<file path="src/rtl/ex_mem_stage.sv">
// Execute stage (forwarding muxes, ALU, branch target) feeding the EX/MEM pipeline register.
// Latency 1 cycle. Stall holds the register and flush loads a bubble. Flush wins over stall.
module ex_mem_stage #(
    parameter int WIDTH      = 32,
    parameter int REG_ADDR_W = 5
) (
    input  logic                  clk,
    input  logic                  reset,
    input  logic                  stall,
    input  logic                  flush,
    input  logic                  valid,
    input  logic [WIDTH-1:0]      inc_pc,
    input  logic [WIDTH-1:0]      read_data_1,
    input  logic [WIDTH-1:0]      read_data_2,
    input  logic [WIDTH-1:0]      sign_extended,
    input  logic [REG_ADDR_W-1:0] rt,
    input  logic [REG_ADDR_W-1:0] rd,
    input  logic [1:0]            fwd_a_sel,
    input  logic [1:0]            fwd_b_sel,
    input  logic [WIDTH-1:0]      ex_mem_data,
    input  logic [WIDTH-1:0]      mem_wb_data,
    input  logic                  mem_to_reg,
    input  logic                  reg_write,
    input  logic                  branch,
    input  logic                  mem_read,
    input  logic                  mem_write,
    input  logic                  reg_dest,
    input  logic                  alu_src,
    input  logic [2:0]            alu_op,
    output logic [WIDTH-1:0]      alu_result_reg,
    output logic [WIDTH-1:0]      write_data_reg,
    output logic [WIDTH-1:0]      branch_target_reg,
    output logic                  zero_reg,
    output logic                  pc_src_reg,
    output logic [REG_ADDR_W-1:0] write_reg_reg,
    output logic                  mem_to_reg_reg,
    output logic                  reg_write_reg,
    output logic                  branch_reg,
    output logic                  mem_read_reg,
    output logic                  mem_write_reg,
    output logic                  valid_reg
);

    logic [WIDTH-1:0] w_op_a;
    logic [WIDTH-1:0] w_bf;
    logic [WIDTH-1:0] w_op_b;
    logic [WIDTH-1:0] w_alu;
    logic [WIDTH-1:0] w_target;
    logic             w_zero;

    always_comb begin
        w_op_a = read_data_1;
        case (fwd_a_sel)
            2'b01:   w_op_a = mem_wb_data;
            2'b10:   w_op_a = ex_mem_data;
            default: w_op_a = read_data_1;
        endcase
    end

    always_comb begin
        w_bf = read_data_2;
        case (fwd_b_sel)
            2'b01:   w_bf = mem_wb_data;
            2'b10:   w_bf = ex_mem_data;
            default: w_bf = read_data_2;
        endcase
    end

    assign w_op_b = alu_src ? sign_extended : w_bf;

    always_comb begin
        w_alu = '0;
        case (alu_op)
            3'b000:  w_alu = w_op_a + w_op_b;
            3'b001:  w_alu = w_op_a - w_op_b;
            3'b010:  w_alu = w_op_a & w_op_b;
            3'b011:  w_alu = w_op_a | w_op_b;
            3'b100:  w_alu = {{(WIDTH-1){1'b0}}, ($signed(w_op_a) < $signed(w_op_b))};
            3'b101:  w_alu = ~(w_op_a | w_op_b);
            3'b110:  w_alu = w_op_a ^ w_op_b;
            default: w_alu = w_op_a << w_op_b[4:0];
        endcase
    end

    assign w_zero   = (w_alu == '0);
    assign w_target = inc_pc + (sign_extended << 2);

    // Data fields load even for invalid slots; only control bits are gated by valid.
    always_ff @(posedge clk) begin
        if (reset || flush) begin
            alu_result_reg    <= '0;
            write_data_reg    <= '0;
            branch_target_reg <= '0;
            zero_reg          <= 1'b0;
            pc_src_reg        <= 1'b0;
            write_reg_reg     <= '0;
            mem_to_reg_reg    <= 1'b0;
            reg_write_reg     <= 1'b0;
            branch_reg        <= 1'b0;
            mem_read_reg      <= 1'b0;
            mem_write_reg     <= 1'b0;
            valid_reg         <= 1'b0;
        end else if (!stall) begin
            alu_result_reg    <= w_alu;
            write_data_reg    <= w_bf;
            branch_target_reg <= w_target;
            zero_reg          <= w_zero;
            pc_src_reg        <= branch & w_zero & valid;
            write_reg_reg     <= reg_dest ? rd : rt;
            mem_to_reg_reg    <= mem_to_reg & valid;
            reg_write_reg     <= reg_write & valid;
            branch_reg        <= branch & valid;
            mem_read_reg      <= mem_read & valid;
            mem_write_reg     <= mem_write & valid;
            valid_reg         <= valid;
        end
    end

endmodule

</file>
<file path="config.mk">
export PLATFORM = sky130hd
export DESIGN_NAME = ex_mem_stage
export DESIGN_NICKNAME = d
export VERILOG_FILES = /design/src/rtl/ex_mem_stage.sv
export SDC_FILE = /design/constraint.sdc
export NUM_CORES = 1
export LEC_CHECK = 0
export ABC_AREA = 0
export CORE_ASPECT_RATIO = 1.1
export CORE_MARGIN = 1
export CORE_UTILIZATION = 57
export CTS_BUF_LIST = sky130_fd_sc_hd__clkbuf_4 sky130_fd_sc_hd__clkbuf_8
export DETAILED_ROUTE_END_ITERATION = 8
export PLACE_DENSITY = 0.89
export SKIP_LAST_GASP = 1
export SLEW_MARGIN = 30
export SYNTH_ARGS = -nofsm -noshare
export SYNTH_HDL_FRONTEND = slang
export SYNTH_SLANG_ARGS = --single-unit
</file>
<file path="constraint.sdc">
create_clock -name clk -period 11.8 [get_ports clk]
set_input_delay 2.36 -clock clk [delete_from_list [all_inputs] [get_ports clk]]
set_output_delay 2.36 -clock clk [all_outputs]
set_load 0.005 [all_outputs]
</file>
==> qor.csv, run 1 <==
metric,value,unit
initial antenna violation count,3,
"Seq/Total Area, Yosys",15.27,%
Initial Util,58.23,%
area grow syn2layout,24.74,%
Worst path max stage delay,820,ps
root buffer cell,clkbuf_8,
maximum vdd drop,0.00006526,V
Slew HR,33.56,%
grt ovf,0,
hold_buf cts,0,
status,finished clean,
Final Instance Area,17830,µm²
PD cells,99.86,nW/µm²
most numerous cell on the critical path,nor4_1,
Longest Clk Path Bufs,2,
"FF+latch count, synth",109,
die width,153.0,µm
DP HPWL,51.12,mm
"Cell Area, Placed",17590,µm²
fillers,1994,
Max Fclk,117.4,MHz
clock-pin slew on the worst setup and hold paths,130,ps
cts repair resizes,0,
first-pass GRT wire length,98.10,mm
CP max stage cell,ha_2,
total power,1.780,mW
crit path capture type,register,
clock latency on the worst-skew pair,420,ps
Place WS,2876,ps
post-DR wirelength/cell,25.51,µm
WP buf/inv,3,
RSZ-0062 raised after global routing,no,
Util after Layout,72.63,%
type of the worst min-delay path,reg -> reg,
ys async rst share,0,%
"commonest non-fill, non-tap cells in the layout","clkdlybuf4s50_1, nor2_1, a21oi_1",
gr usage total,49.84,%
WP data required,12150,ps
Final min period,8515,ps
WP data arrival,8870,ps
port bufs,329,
final setup TNS,0,ps
mapped cell area,14290,µm²
Post-synth EDFFs,0,
Syn Area/Cell,6.905,µm²
critical path type,in -> reg,
sequential cell area,2182,µm²
"delay-heaviest family, CP",simple AND/OR/NAND/NOR gates,
CTS buffer count,9,
Routed WL,66.58,mm
TritonRoute pass-1 iters,7,
Cells after Synth,2070,
final setup fails,0,
die footprint,25710,µm²
# IOs,330,
detailed-route DRC error count,0,
CTS sink count,109,
type of origin of the critical path,primary input,
Worst-Margin Slew,988.9,ps
Die Y,168.1,µm
Yosys warnings,0,
final antenna-violating net count,0,
critical path peak fanout,39,
Multi-input gate area,11120,µm²
Nets,2656,
via count,18170,
Slew Limit Fails,0,
fin crit share,72.16,%
post-DR vias/cell,6.960,
crit path cell chain,"clkdlybuf4s50_1, inv_1, ha_2, nand2b_1, o221ai_4, inv_2, fa_1, nor2b_1, o21a_1, or3_1, a21boi_0, mux2i_1, o2111ai_1, a221o_1, nor4_1, nand4_1, nor4_1, nand4b_1, o21ai_1",
vias in the first global route,16710,
H-tree levels,3,
clock skew,0,ps
FP Rows,60,
"commonest non-fill, non-tap cell in the layout",clkdlybuf4s50_1,
Syn Nets,2434,
ratio of cells with drive above 1 in the final layout,3.831,%
DRT iter0 DRCs,2525,
largest net degree at the start of global routing,95,
GP Congestion,1.115,
number of max-cap violations,0,
final hold violation count,0,
Post-CTS Setup Bufs,0,
predominant post-synthesis flop cell,dfxtp_1,
TritonCTS clock tree,done,
Cell variety after synth,86,
Leak,7.296,nW
Core Box Area,24550,µm²
fin worst setup slack,3285,ps
-- synthesized netlist by cell type, drive strengths merged (29+ instances only) --
cell type | count | share of area [%]
a22oi | 73 | 3.8
dfxtp | 109 | 15
mux2i | 79 | 5.6
a211oi | 29 | 1.5
o21a | 32 | 1.7
inv | 111 | 2.9
a21oi | 207 | 7.2
nor2 | 294 | 7.7
nor3 | 54 | 1.9
clkbuf | 108 | 2.8
nand2 | 186 | 4.9
ha | 140 | 12
buf | 37 | 1.3
a21o | 29 | 1.5
xnor2 | 37 | 2.3
o21ai | 125 | 4.4
-- final timing paths --
kind                 startpoint                  to  depth (start not counted)  slack [ps]
max                fwd_b_sel[0]          pc_src_reg                         19        3290
min          alu_result_reg[15]  alu_result_reg[15]                          2         480
max reg2reg   write_data_reg[3]   write_data_reg[3]                          3       10930
min reg2reg  alu_result_reg[15]  alu_result_reg[15]                          2         480
-- worst min-delay path, stage by stage (launching register included) --
cell and delay [ps]:
dfxtp_1 330, nand2_1 60, a21oi_1 50
-- metal layers --
layer | routed length (µm) | global-route usage, %
met2 | 28560 | 77.98
met5 | 0 | 0
met1 | 23650 | 61.02
met4 | 5300 | 32.94
met3 | 9064 | 12.05
-- stage by stage --
step,hold slack (ps),cells
CTS,474.5,2607
floorplan,441.8,2070
global placement,450.7,2591
global route,491.0,2610
detailed placement,456.2,2591
finish,476.3,2610
-- power by group --
part | internal (mW) | switching (mW) | total (mW)
clock | 0.0915 | 0.189 | 0.280
sequential | 0.384 | 0.0103 | 0.395
combinational | 0.416 | 0.690 | 1.11
-- cell families (layout without fill, tap and decap cells) --
kind of cell               after synthesis  in the layout  synth area share, %
AOI/OAI and AO/OA                      715            715                33.11
and+or+nand+nor                        699            699                21.87
buffers and inverters                  258            485                7.055
adders and majority gates              143            143                12.68
DFF                                    109            109                15.27
muxes                                   96             96                6.959
xor gates and xnor gates                50             50                3.064
other                                    0              3                    0
-- area by class of cell --
type | count | share of cell area (%)
clock inverters | 7 | 0.5404
diodes | 3 | 0.04211
multi-input cells | 1703 | 62.39
well taps | 310 | 2.175
inverters | 113 | 2.379
repair buffers | 356 | 19.54
clock buffers | 9 | 0.6947
flip-flops and latches | 109 | 12.24
Power figures use the tool's default switching activity.
==> inputs of run 2 (changes only) <==
Settings changed: CORE_UTILIZATION 57 to 48, PLACE_DENSITY 0.89 to 0.8.
Clock period 11.8 ns to 7.5 ns, I/O delays scaled along.
==> qor.csv, run 2 (same netlist as run 1, synthesis figures left out) <==
metric,value,unit
root buffer cell,clkbuf_8,
Clock Power Share,13.7,%
FP Rows,65,
CP max stage cell,nor3_1,
Worst path max stage delay,730,ps
Post-CTS Setup Bufs,0,
startpoint of the worst hold path,alu_result_reg[18],
# IOs,330,
fillers,2557,
clock-pin slew on the worst setup and hold paths,140,ps
final setup TNS,0,ps
post-route non-filler standard cell count,2722,
gr usage total,46.28,%
Longest Clk Path Bufs,2,
WHS Endpoint,alu_result_reg[18],
Leak,7.539,nW
initial antenna violation count,3,
internal power,1.440,mW
DRT iter0 DRCs,2409,
hold_buf cts,0,
Final Instance Area,18280,µm²
Flop pwr share,21.8,%
reg2reg path depth,3,
type of the worst min-delay path,reg -> reg,
final hold violation count,0,
area grow syn2layout,27.85,%
clock latency on the worst-skew pair,440,ps
WP data required,7860,ps
status,finished with violations,
"commonest non-fill, non-tap cell in the layout",clkdlybuf4s50_1,
Max Fclk,140.4,MHz
placed cells,2702,
vias in the first global route,17080,
worst r2r src,branch_target_reg[26],
final setup fails,0,
"commonest non-fill, non-tap cells in the layout","clkdlybuf4s50_1, nor2_1, a21oi_1",
Core Box Area,28950,µm²
TritonCTS clock tree,done,
die width,166.5,µm
CTS sink count,109,
post-DR wirelength/cell,26.77,µm
RSZ-0062 raised after global routing,no,
CTS buffer count,9,
reg2reg setup slack,6680,ps
critical path peak fanout,18,
Initial Util,49.37,%
first-pass GRT wire length,106.6,mm
via count,18180,
crit path cell chain,"clkdlybuf4s50_1, inv_1, ha_1, buf_4, a22oi_1, nor2_1, a21oi_1, o21ai_0, inv_1, ha_1, nor3_1, nand4_1, a31o_2, a31oi_1, xor2_1, o22ai_1, nor3_1, nand3_1, nor4_1, buf_4, nand4b_1, o21ai_1",
PD cells,155.4,nW/µm²
port bufs,329,
switching share of power,49.32,%
WP data arrival,7490,ps
failing checks,DRC,
type of origin of the critical path,primary input,
total power,2.841,mW
post-DR vias/cell,6.680,
Routed WL,72.86,mm
Nets,2709,
"Cell Area, Placed",18060,µm²
largest net degree at the start of global routing,91,
CP Depth,22,
detailed-route DRC error count,2,
crit path capture type,register,
Sw Pwr,1.401,mW
DP HPWL,58.59,mm
Slew Limit Fails,0,
Min-Delay Path Depth,2,
WP buf/inv,5,
"delay-heaviest family, CP",simple AND/OR/NAND/NOR gates,
Multi-input gate area,11120,µm²
grt ovf,0,
cts repair resizes,0,
H-tree levels,3,
Comb pwr share,64.5,%
ratio of cells with drive above 1 in the final layout,6.043,%
GP Congestion,1.087,
number of max-cap violations,0,
Die Y,183.0,µm
Slew HR,33.05,%
Worst-Margin Slew,993.8,ps
TritonRoute pass-1 iters,8,
Util after Layout,63.12,%
fin crit share,94.99,%
reg2reg end,branch_target_reg[26],
critical path type,in -> reg,
die footprint,30470,µm²
final antenna-violating net count,0,
sequential cell area,2182,µm²
maximum vdd drop,0.0001194,V
clock skew,0,ps
Final min period,7124,ps
[run 2: layout make-up]
type / count / share of cell area [%]
Clock inverter: 7 / 0.4245
Clock buffer: 9 / 0.6778
Antenna cell: 4 / 0.05477
Multi-Input combinational cell: 1703 / 60.85
Tap cell: 368 / 2.520
Inverter: 113 / 2.321
Timing Repair Buffer: 409 / 21.21
Sequential cell: 109 / 11.94
[run 2: how the worst max path moves through the flow]
| stage | startpoint | endpoint | slack, ps |
|---|---|---|---|
| detailed placement | fwd_b_sel[1] | pc_src_reg | 210 |
| CTS | fwd_b_sel[1] | pc_src_reg | 650 |
| finish | fwd_b_sel[1] | pc_src_reg | 380 |
| global placement | fwd_b_sel[0] | zero_reg | 130 |
| global route | fwd_b_sel[0] | pc_src_reg | 180 |
| floorplan | fwd_b_sel[0] | pc_src_reg | 1330 |
[run 2: through the flow]
| stage | setup slack (ps) | hold slack [ps] |
|---|---|---|
| 2_1_floorplan | 1331 | 441.8 |
| 3_3_place_gp | 133.8 | 450.3 |
| 3_5_place_dp | 209.2 | 454.3 |
| 4_1_cts | 645.1 | 475.8 |
| 5_1_grt | 179.3 | 494.2 |
| 6_report | 376.1 | 476.4 |
[run 2: metal layers]
layer  part of all wire (%)  vias to the layer above  global-route usage (%)
li1                       -                     8042                       -
met1                     37                     8455                   56.09
met2                     43                     1382                   71.80
met3                     12                      303                   12.80
met4                    7.6                        0                   30.74
met5                      0                        -                       0
[run 2: worst min-delay path: stages, from the launching register on]
cell     delay (ps)
dfxtp_1         340
nand2_1          60
a21oi_1          50
[run 2: power by group through the flow]
stage / Sequential, mW / Combinational, mW / Clock, mW
final: 0.620 / 1.83 / 0.388
after global routing: 0.623 / 1.93 / 0.409
after CTS: 0.619 / 1.76 / 0.388
after detailed placement: 0.632 / 1.75 / 0
after global placement: 0.631 / 1.74 / 0
after floorplan: 0.632 / 1.07 / 0
